## config.mk

```make
export PLATFORM = sky130hd
export DESIGN_NAME = uart_rx
export DESIGN_NICKNAME = d
export VERILOG_FILES = /design/src/rtl/uart_rx.sv
export SDC_FILE = /design/constraint.sdc
export NUM_CORES = 1
export LEC_CHECK = 0
export ABC_AREA = 1
export CORE_MARGIN = 4
export CORE_UTILIZATION = 60
export CTS_BUF_LIST = sky130_fd_sc_hd__clkbuf_8
export DETAILED_ROUTE_END_ITERATION = 16
export HOLD_SLACK_MARGIN = 0.12
export PLACE_DENSITY_LB_ADDON = 0.25
export SLEW_MARGIN = 10
export SYNTH_ARGS = -nofsm -noshare
export SYNTH_HDL_FRONTEND = slang
export SYNTH_SLANG_ARGS = --single-unit
```

## constraint.sdc

```tcl
create_clock -name clk -period 3.7 [get_ports clk]
set_input_delay 0.74 -clock clk [delete_from_list [all_inputs] [get_ports clk]]
set_output_delay 0.74 -clock clk [all_outputs]
set_load 0.1 [all_outputs]
```

## src/rtl/uart_rx.sv

```systemverilog
// 16550-style UART receiver: synchronized line, 16x oversampled framing FSM,
// RX FIFO carrying per-character PE/FE/BI, line-status and interrupt conditions.
module uart_rx #(
    parameter int FIFO_DEPTH  = 16,
    parameter int SYNC_STAGES = 2
) (
    input  logic                          clk,
    input  logic                          rst,
    input  logic                          tick16_i,
    input  logic                          rx_i,
    input  logic [1:0]                    wls_i,
    input  logic                          pen_i,
    input  logic                          eps_i,
    input  logic                          fifo_en_i,
    input  logic                          fifo_clr_i,
    input  logic [1:0]                    trig_i,
    input  logic                          rd_en_i,
    input  logic                          lsr_rd_i,
    output logic [7:0]                    rd_data_o,
    output logic                          rd_pe_o,
    output logic                          rd_fe_o,
    output logic                          rd_bi_o,
    output logic [$clog2(FIFO_DEPTH):0]   count_o,
    output logic                          dr_o,
    output logic                          oe_o,
    output logic                          rxfe_o,
    output logic                          trig_o,
    output logic                          timeout_o
);
    localparam int AW = $clog2(FIFO_DEPTH);
    localparam int CW = AW + 1;

    typedef enum logic [2:0] {IDLE, START, DATA, PARITY, STOP, BRK_WAIT} state_t;

    // ---------------- line synchronizer ----------------
    logic [SYNC_STAGES-1:0] sync_q;
    logic                   rxs;

    always_ff @(posedge clk or negedge rst) begin
        if (!rst) sync_q <= '1;
        else      sync_q <= {sync_q[SYNC_STAGES-2:0], rx_i};
    end
    assign rxs = sync_q[SYNC_STAGES-1];

    // ---------------- framing FSM ----------------
    state_t      state, state_nx;
    logic [3:0]  sc, sc_nx;
    logic [2:0]  bit_cnt, bit_cnt_nx;
    logic [7:0]  shreg, shreg_nx;
    logic        par_bit, par_bit_nx;
    logic [2:0]  last_bit;
    logic        push, pe, fe, bi;
    logic [10:0] push_ent;

    assign last_bit = 3'd4 + {1'b0, wls_i};
    // Shift register is cleared per frame, so short words are already zero-extended.
    assign pe = pen_i & ((^shreg ^ par_bit) == eps_i);
    assign fe = ~rxs;
    assign bi = (shreg == 8'h00) & ~par_bit & ~rxs;
    assign push_ent = {bi, fe, pe, shreg};

    always_ff @(posedge clk or negedge rst) begin
        if (!rst) begin
            state   <= IDLE;
            sc      <= '0;
            bit_cnt <= '0;
            shreg   <= '0;
            par_bit <= 1'b0;
        end else begin
            state   <= state_nx;
            sc      <= sc_nx;
            bit_cnt <= bit_cnt_nx;
            shreg   <= shreg_nx;
            par_bit <= par_bit_nx;
        end
    end

    always_comb begin
        state_nx   = state;
        sc_nx      = sc;
        bit_cnt_nx = bit_cnt;
        shreg_nx   = shreg;
        par_bit_nx = par_bit;
        push       = 1'b0;
        if (tick16_i) begin
            sc_nx = sc + 4'd1;
            case (state)
                IDLE: begin
                    sc_nx = '0;
                    if (!rxs) begin
                        state_nx   = START;
                        bit_cnt_nx = '0;
                        shreg_nx   = '0;
                        par_bit_nx = 1'b0;
                    end
                end
                START: if (sc == 4'd7) begin
                    sc_nx    = '0;
                    state_nx = rxs ? IDLE : DATA;
                end
                DATA: if (sc == 4'd15) begin
                    shreg_nx[bit_cnt] = rxs;
                    bit_cnt_nx        = bit_cnt + 3'd1;
                    if (bit_cnt == last_bit) state_nx = pen_i ? PARITY : STOP;
                end
                PARITY: if (sc == 4'd15) begin
                    par_bit_nx = rxs;
                    state_nx   = STOP;
                end
                STOP: if (sc == 4'd15) begin
                    push     = 1'b1;
                    state_nx = bi ? BRK_WAIT : IDLE;
                end
                BRK_WAIT: if (rxs) state_nx = IDLE;
                default: state_nx = IDLE;
            endcase
        end
    end

    // ---------------- RX FIFO ----------------
    logic [10:0]   mem [FIFO_DEPTH];
    logic [AW-1:0] wr_ptr, rd_ptr;
    logic [CW-1:0] count, err_cnt, cap;
    logic [10:0]   head;
    logic          full, do_pop, do_push, ovr, head_err, push_err;

    assign cap      = fifo_en_i ? CW'(FIFO_DEPTH) : CW'(1);
    assign full     = count >= cap;
    assign do_pop   = rd_en_i && (count != '0);
    // A same-cycle pop frees the slot, so a full FIFO still accepts the push.
    assign do_push  = push && (!full || do_pop);
    assign ovr      = push && full && !do_pop && !fifo_clr_i;
    assign head     = mem[rd_ptr];
    assign head_err = |head[10:8];
    assign push_err = |push_ent[10:8];

    always_ff @(posedge clk or negedge rst) begin
        if (!rst) begin
            wr_ptr  <= '0;
            rd_ptr  <= '0;
            count   <= '0;
            err_cnt <= '0;
        end else if (fifo_clr_i) begin
            wr_ptr  <= '0;
            rd_ptr  <= '0;
            count   <= '0;
            err_cnt <= '0;
        end else begin
            if (do_push) wr_ptr <= wr_ptr + 1'b1;
            if (do_pop)  rd_ptr <= rd_ptr + 1'b1;
            count   <= count + CW'(do_push) - CW'(do_pop);
            err_cnt <= err_cnt + CW'(do_push && push_err) - CW'(do_pop && head_err);
        end
    end

    always_ff @(posedge clk) begin
        if (do_push && !fifo_clr_i) mem[wr_ptr] <= push_ent;
    end

    always_ff @(posedge clk or negedge rst) begin
        if (!rst)          oe_o <= 1'b0;
        else if (ovr)      oe_o <= 1'b1;
        else if (lsr_rd_i) oe_o <= 1'b0;
    end

    // ---------------- character timeout ----------------
    logic [3:0] frame_bits;
    logic [9:0] to_limit, to_cnt;
    logic       to_rst;

    assign frame_bits = 4'd7 + {2'b00, wls_i} + {3'b000, pen_i};
    assign to_limit   = {frame_bits, 6'b000000};
    assign to_rst     = push || do_pop || fifo_clr_i || (state == IDLE && state_nx != IDLE);

    always_ff @(posedge clk or negedge rst) begin
        if (!rst)        to_cnt <= '0;
        else if (to_rst) to_cnt <= '0;
        else if (tick16_i && state == IDLE && count != '0 && to_cnt < to_limit)
            to_cnt <= to_cnt + 10'd1;
    end

    // ---------------- status outputs ----------------
    logic [31:0] trig_lvl;

    always_comb begin
        case (trig_i)
            2'b00:   trig_lvl = 32'd1;
            2'b01:   trig_lvl = 32'd4;
            2'b10:   trig_lvl = 32'd8;
            default: trig_lvl = 32'd14;
        endcase
    end

    assign dr_o      = count != '0;
    assign count_o   = count;
    assign rd_data_o = dr_o ? head[7:0] : 8'h00;
    assign rd_pe_o   = dr_o & head[8];
    assign rd_fe_o   = dr_o & head[9];
    assign rd_bi_o   = dr_o & head[10];
    assign rxfe_o    = err_cnt != '0;
    assign trig_o    = fifo_en_i ? (32'(count) >= trig_lvl) : dr_o;
    assign timeout_o = to_cnt >= to_limit;
endmodule

```

==> run_results.csv, run 1 <==
group,metric,value,unit
floorplan,core,17400,um^2
power,power_density,673,nW/um^2
final_layout,finish.instance_area,12400,um^2
power,vdd.ir_drop.worst,0.476,mV
route,routedWlPerCell,16.9,um
route,viasPerCell,5.55,
worst_setup_path,critical_path_class,"in2out",
route,firstDrtPassIters,5,
synth,synth_cells,1040,
synth,ys_ff_latch,226,
synth,ys_seq_area_frac,0.615,
global_routing,grt_use_total,0.240,
worst_setup_path,cp.depth,9,
sta,setup_ws,0.254,ns
route,drt-total-wl,23200,um
worst_setup_path,cp_num_buf_inv,3,
clock_network,cts.sinks,226,
final_layout,nNetsFinal,1178,
synth,syn-cell-area,10600,um^2
clock_network,cts_buffer_depth,3,
worst_hold_path,hold_path_class,"in2async",
clock_network,clockRootBuffer,"clkbuf_8",
power,p_total,8.33,mW
synth,yosysTopAreaCell,"edfxtp_1",
synth,syn_nets,1094,
run_status,outcome,"complete, no violations",
final_layout,area_growth,16.5,%
final_layout,antenna_cells,0,
worst_setup_path,worstSetupStartpointType,"input pin",
clock_network,post_cts_buffers,0,
run,maxCapViolCount,0,
final_layout,final_common_cell,"nand2_1",
floorplan,rows,48,
sta,rsz0062_at_grt,"false",
sta,tightest_slew,0.976,ns
synth,synth_area_leaders,"edfxtp_1 (50%), dfrtp_1 (11%), nand2_1 (7.1%)",
route,drcViolationCount,0,
clock_network,cts-buffers-inserted,39,
clock_network,htree_levels,2,
sta,setup_viol,0,
sta,final_hold_viol_count,0,
clock_network,path_clk_slew,0.06,ns
worst_setup_path,cp_data_required_time,2.96,ns
placement,gp_congestion,0.886,
worst_setup_path,cpMaxStageDelayCell,"clkdlybuf4s50_1",
placement,hpwl,15300,um
global_routing,grt_max_degree,43,
synth,synth_top_cell_area_share,0.497,
clock_network,cts_tree,"yes",
worst_setup_path,path_cells,"clkdlybuf4s50_1, inv_1, ha_1, ha_1, ha_1, a21oi_1, o21a_1, o31ai_2, buf_12",
sta,fmax,290,MHz
sta,fin_skew,0.0192,ns
sta,period_share,0.931,
sta,slew_viol_final,0,
global_routing,grt_pass1_wl,37900,um
global_routing,first_global_vias,7555,
floorplan,die-area,19900,um^2
global_routing,overflow,0,
worst_setup_path,crit_fanout,2,
synth,yosys_warnings,0,
placement,place_ws,-0.108,ns
final_layout,mostFrequentLayoutCells,"nand2_1 (201), edfxtp_1 (176), nor2_1 (130), inv_1 (114), nand3_1 (84)",
worst_setup_path,cp-end-kind,"output pin",
worst_setup_path,critPathTopFamily,"adder cells",
placement,portBuffers,34,
sta,hold_ws,0.228,ns
route,drt_iter0_markers,555,
route,ant_nets,0,
worst_setup_path,slowest_delay,0.50,ns
placement,post_dp_cell_area,11700,um^2
sta,worst_slew_margin_rel,0.347,
power,p_leak,5.01,nW
synth,ys_types,39,
floorplan,io_pins,35,
synth,avgSynthCellArea,10.2,um^2
final_layout,utilization,0.713,
floorplan,initial_utilization,0.613,
worst_setup_path,arrival,2.71,ns
sta,fin_crit,3.45,ns
floorplan,die_h,141,um
worst_setup_path,rr_worst_depth,16,
clock_network,clk_latency,0.52,ns
floorplan,die_w,141,um
route,vias,7627,
worst_setup_path,crit_top_cell,"ha_1",
final_layout,drive_gt1_frac,0.140,
global_routing,antenna_found_initial,0,
## per-stage QoR
step / setup TNS [ns] / std cells
after CTS: 0 / 1375
after global placement: -0.0236 / 1308
after global routing: 0 / 1375
after detailed placement: -0.108 / 1308
after floorplan: 0 / 1040
final: 0 / 1375
## flip-flops by register name (all words and copies together), names as in the netlist
name	count
shreg	8
par_bit	1
sync_q	2
mem	176
err_cnt	5
wr_ptr	4
oe_o	1
count_o	5
to_cnt	10
sc	4
bit_cnt	3
rd_ptr	4
state	3
## kinds of logic (layout without fill, tap and decap cells)
logic type | count (synthesis) | count (layout) | share of synthesized area
simple gates | 452 | 452 | 0.183
xor+xnor | 16 | 16 | 0.0132
buf+inv | 147 | 257 | 0.0540
fa+ha+maj | 40 | 40 | 0.0485
flops | 226 | 226 | 0.615
compound gates | 159 | 159 | 0.0861
## cell type report
type	instances	area, um^2
Clock inverter	27	141
Fill cell	1263	4970
Timing Repair Buffer	86	851
Multi-Input combinational cell	667	3620
Sequential cell	226	6550
Clock buffer	40	551
Tap cell	225	282
Inverter	104	394
## synthesized netlist by cell type, drive strengths merged
master	number
a31oi	2
ha	38
nand3	90
inv	104
xnor2	5
edfxtp	176
clkbuf	29
o211ai	11
nand3b	1
a21oi	59
nand4	6
dfstp	2
fa	2
nor2	135
nand2	206
o21bai	1
o221ai	8
nor3	13
dfrtp	48
o21a	4
a211oi	2
o21ai	61
or2	1
o31ai	10
a22oi	1
buf	14
xor2	11
## final timing paths
check / to / start / slack, ns
hold / removal: to_cnt[0]$_DFFE_PN0P_ / rst / 0.23
setup reg to reg: err_cnt[4]$_DFF_PN0_ / shreg[0]$_DFFE_PN0P_ / 0.47
max in group asynchronous: sync_q[0]$_DFF_PN1_ / rst / 2.66
min in group clk: sync_q[1]$_DFF_PN1_ / sync_q[0]$_DFF_PN1_ / 0.36
hold reg to reg: sync_q[1]$_DFF_PN1_ / sync_q[0]$_DFF_PN1_ / 0.36
setup / recovery: timeout_o / wls_i[0] / 0.25
## what timing repair did
action	CTS	global route
endpoints found under the hold margin	0	0
resized for setup	0	1
setup endpoints to repair	0	1
hold buffers	0	0
## per-layer routing
| layer | GRT usage | vias to the layer above | wire length (um) |
|---|---|---|---|
| li1 | - | 3712 | - |
| met1 | 0.315 | 3627 | 9700 |
| met2 | 0.408 | 234 | 11700 |
| met3 | 0.0370 | 54 | 1160 |
| met4 | 0.0862 | 0 | 638 |
| met5 | 0 | - | 0 |
## power breakdown
| part | internal [mW] | switching (mW) | leakage, nW | total, mW |
|---|---|---|---|---|
| Combinational | 1.03 | 2.26 | 2.41 | 3.29 |
| Clock | 1.07 | 0.938 | 0.409 | 2.01 |
| Sequential | 2.93 | 0.104 | 2.19 | 3.03 |
| Total | 5.02 | 3.30 | 5.01 | 8.33 |
No activity file was read; power rests on OpenSTA's default activity.
==> run 2, diff against run 1 <==
- SKIP_CTS_REPAIR_TIMING: unset -> 1
==> results of run 2 <==
The final DEF is identical to that of run 1; final timing and power are the same.
==> run 3, diff against run 2 <==
- CORE_MARGIN: 4 -> 8
==> run 3 against run 2 <==
Compared with the run above: clock skew is 0.0030 ns lower; register-to-register slack better by 0.03 ns; combinational power about the same; hold slack improved by 0.039 ns; total power about the same; critical path type unchanged; clock power about the same; maximum frequency decreased by 0.33%; highest routed layer unchanged; first-iteration DRC count is 8.3% lower; worst setup slack worse by 0.011 ns; via count is 0.10% lower; wire length decreased by 1.4%; non-clock buffer count decreased by 7.
==> run_results.csv, run 3 (synthesized netlist as in run 1, its figures left out) <==
group,metric,value,unit
run_status,outcome,"complete, no violations",
final_layout,area_growth,16.2,%
sta,slew_viol_final,0,
clock_network,clockRootBuffer,"clkbuf_8",
final_layout,largest_register_ffs,176,
clock_network,cts_tree,"yes",
route,routedWlPerCell,16.8,um
power,vdd.ir_drop.worst,0.484,mV
final_layout,mostFrequentLayoutCells,"nand2_1 (201), edfxtp_1 (176), nor2_1 (130), inv_1 (108), nand3_1 (84)",
worst_setup_path,critical_path_class,"in2out",
worst_setup_path,critPathLaunch,"wls_i[0]",
worst_setup_path,rr_worst_depth,16,
worst_setup_path,cp-end-kind,"output pin",
clock_network,cts-buffers-inserted,36,
sta,setup_ws,0.242,ns
sta,period_share,0.935,
global_routing,grt_use_total,0.211,
placement,place_ws,-0.0467,ns
route,firstDrtPassIters,5,
route,drcViolationCount,0,
run,maxCapViolCount,0,
final_layout,antenna_cells,0,
sta,final_hold_viol_count,0,
final_layout,ff_latch_area,6550,um^2
placement,hpwl,15000,um
route,viasPerCell,5.58,
floorplan,initial_utilization,0.615,
power,p_clk_frac,0.244,
global_routing,first_global_vias,7594,
power,p_leak,4.95,nW
sta,fin_crit,3.46,ns
worst_setup_path,cp_data_required_time,2.96,ns
global_routing,overflow,0,
route,drt_iter0_markers,509,
final_layout,reg_top3,"mem (176), to_cnt (10), shreg (8)",
clock_network,clk_latency,0.51,ns
sta,fmax,289,MHz
power,power_frac_comb,0.392,
sta,tightest_slew,0.988,ns
sta,fin_skew,0.0162,ns
floorplan,io_pins,35,
worst_setup_path,reg2reg_from,"shreg[4]$_DFFE_PN0P_",
power,p_total,8.32,mW
power,power_density,674,nW/um^2
global_routing,grt_pass1_wl,37600,um
floorplan,core,17300,um^2
final_layout,nFillCells,1208,
worst_setup_path,timing.rr.end,"err_cnt[4]$_DFF_PN0_",
power,intPower,5.04,mW
power,p_sw_frac,0.394,
final_layout,multi_input_area,3620,um^2
clock_network,path_clk_slew,0.06,ns
worst_setup_path,arrival,2.72,ns
route,ant_nets,0,
route,drt-total-wl,22900,um
floorplan,rows,48,
final_layout,regMostFlops,"mem",
worst_setup_path,r2r_setup_slack,0.50,ns
clock_network,cts_buffer_depth,3,
sta,worst_slew_margin_rel,0.339,
floorplan,die_h,149,um
power,power_switching,3.28,mW
clock_network,htree_levels,2,
floorplan,die_w,149,um
sta,setup_viol,0,
global_routing,grt_max_degree,83,
worst_setup_path,worstSetupStartpointType,"input pin",
route,vias,7619,
power,power_frac_seq,0.364,
final_layout,nNetsFinal,1168,
final_layout,final_common_cell,"nand2_1",
worst_setup_path,crit_fanout,2,
floorplan,die-area,22200,um^2
clock_network,cts.sinks,226,
worst_hold_path,hold_path_class,"in2async",
worst_setup_path,critical_path.endpoint,"timeout_o",
placement,gp_congestion,0.821,
final_layout,drive_gt1_frac,0.136,
global_routing,antenna_found_initial,0,
placement,portBuffers,34,
sta,rsz0062_at_grt,"false",
[run 3: changes by cell type in the layout (fill, tap and decap cells not counted), sizes merged]
cell / previous run / this run
bufinv: 1 / 0
buf: 68 / 61
inv: 118 / 112
clkbuf: 40 / 45
[run 3: power groups by stage]
stage                     logic [mW]  clock network (mW)  registers [mW]
after CTS                       3.28                2.06            3.03
after detailed placement        3.27                   0            3.08
after global placement          3.21                   0            3.07
after floorplan                 2.10                   0            3.24
final                           3.26                2.03            3.03
after global routing            3.51                2.18            3.04
[run 3: metal layers]
metal  share of wire  GRT usage  vias up
li1                -          -     3687
met1            0.42      0.263     3649
met2            0.50      0.364      238
met3           0.061     0.0385       45
met4           0.020     0.0737        0
met5               0          0        -
[run 3: worst min-delay path by stage]
stage,start,to,slack [ns]
3_5_place_dp,sync_q[0]$_DFF_PN1_,sync_q[1]$_DFF_PN1_,0.35
2_1_floorplan,sync_q[0]$_DFF_PN1_,sync_q[1]$_DFF_PN1_,0.35
6_report,rst,count_o[4]$_DFF_PN0_,0.27
4_1_cts,rst,to_cnt[4]$_DFFE_PN0P_,0.27
5_1_grt,rst,count_o[4]$_DFF_PN0_,0.31
3_3_place_gp,sync_q[0]$_DFF_PN1_,sync_q[1]$_DFF_PN1_,0.35
[run 3: critical path, stage by stage]
cell	delay [ns]
clkdlybuf4s50_1	0.49
inv_1	0.06
ha_1	0.21
ha_1	0.28
ha_1	0.29
a21oi_1	0.20
o21a_1	0.18
o31ai_2	0.10
buf_12	0.17
[run 3: cell type report]
class / count / share of cell area
sequential: 226 / 0.530
tap: 225 / 0.0228
timing repair buffer: 79 / 0.0659
multi-input combinational: 667 / 0.293
clock inverter: 20 / 0.00689
clock buffer: 45 / 0.0501
inverter: 104 / 0.0316
[run 3: stage by stage]
step           setup TNS, ns  instance area [um^2]  instances   util  hold WS (ns)
6_report                   0                 12400       1366  0.714         0.267
3_5_place_dp         -0.0467                 11600       1301  0.673         0.348
2_1_floorplan              0                 10700       1040      -         0.345
5_1_grt                    0                 12400       1366  0.714         0.311
4_1_cts                    0                 12400       1366  0.714         0.273
3_3_place_gp               0                 11600       1301  0.673         0.346
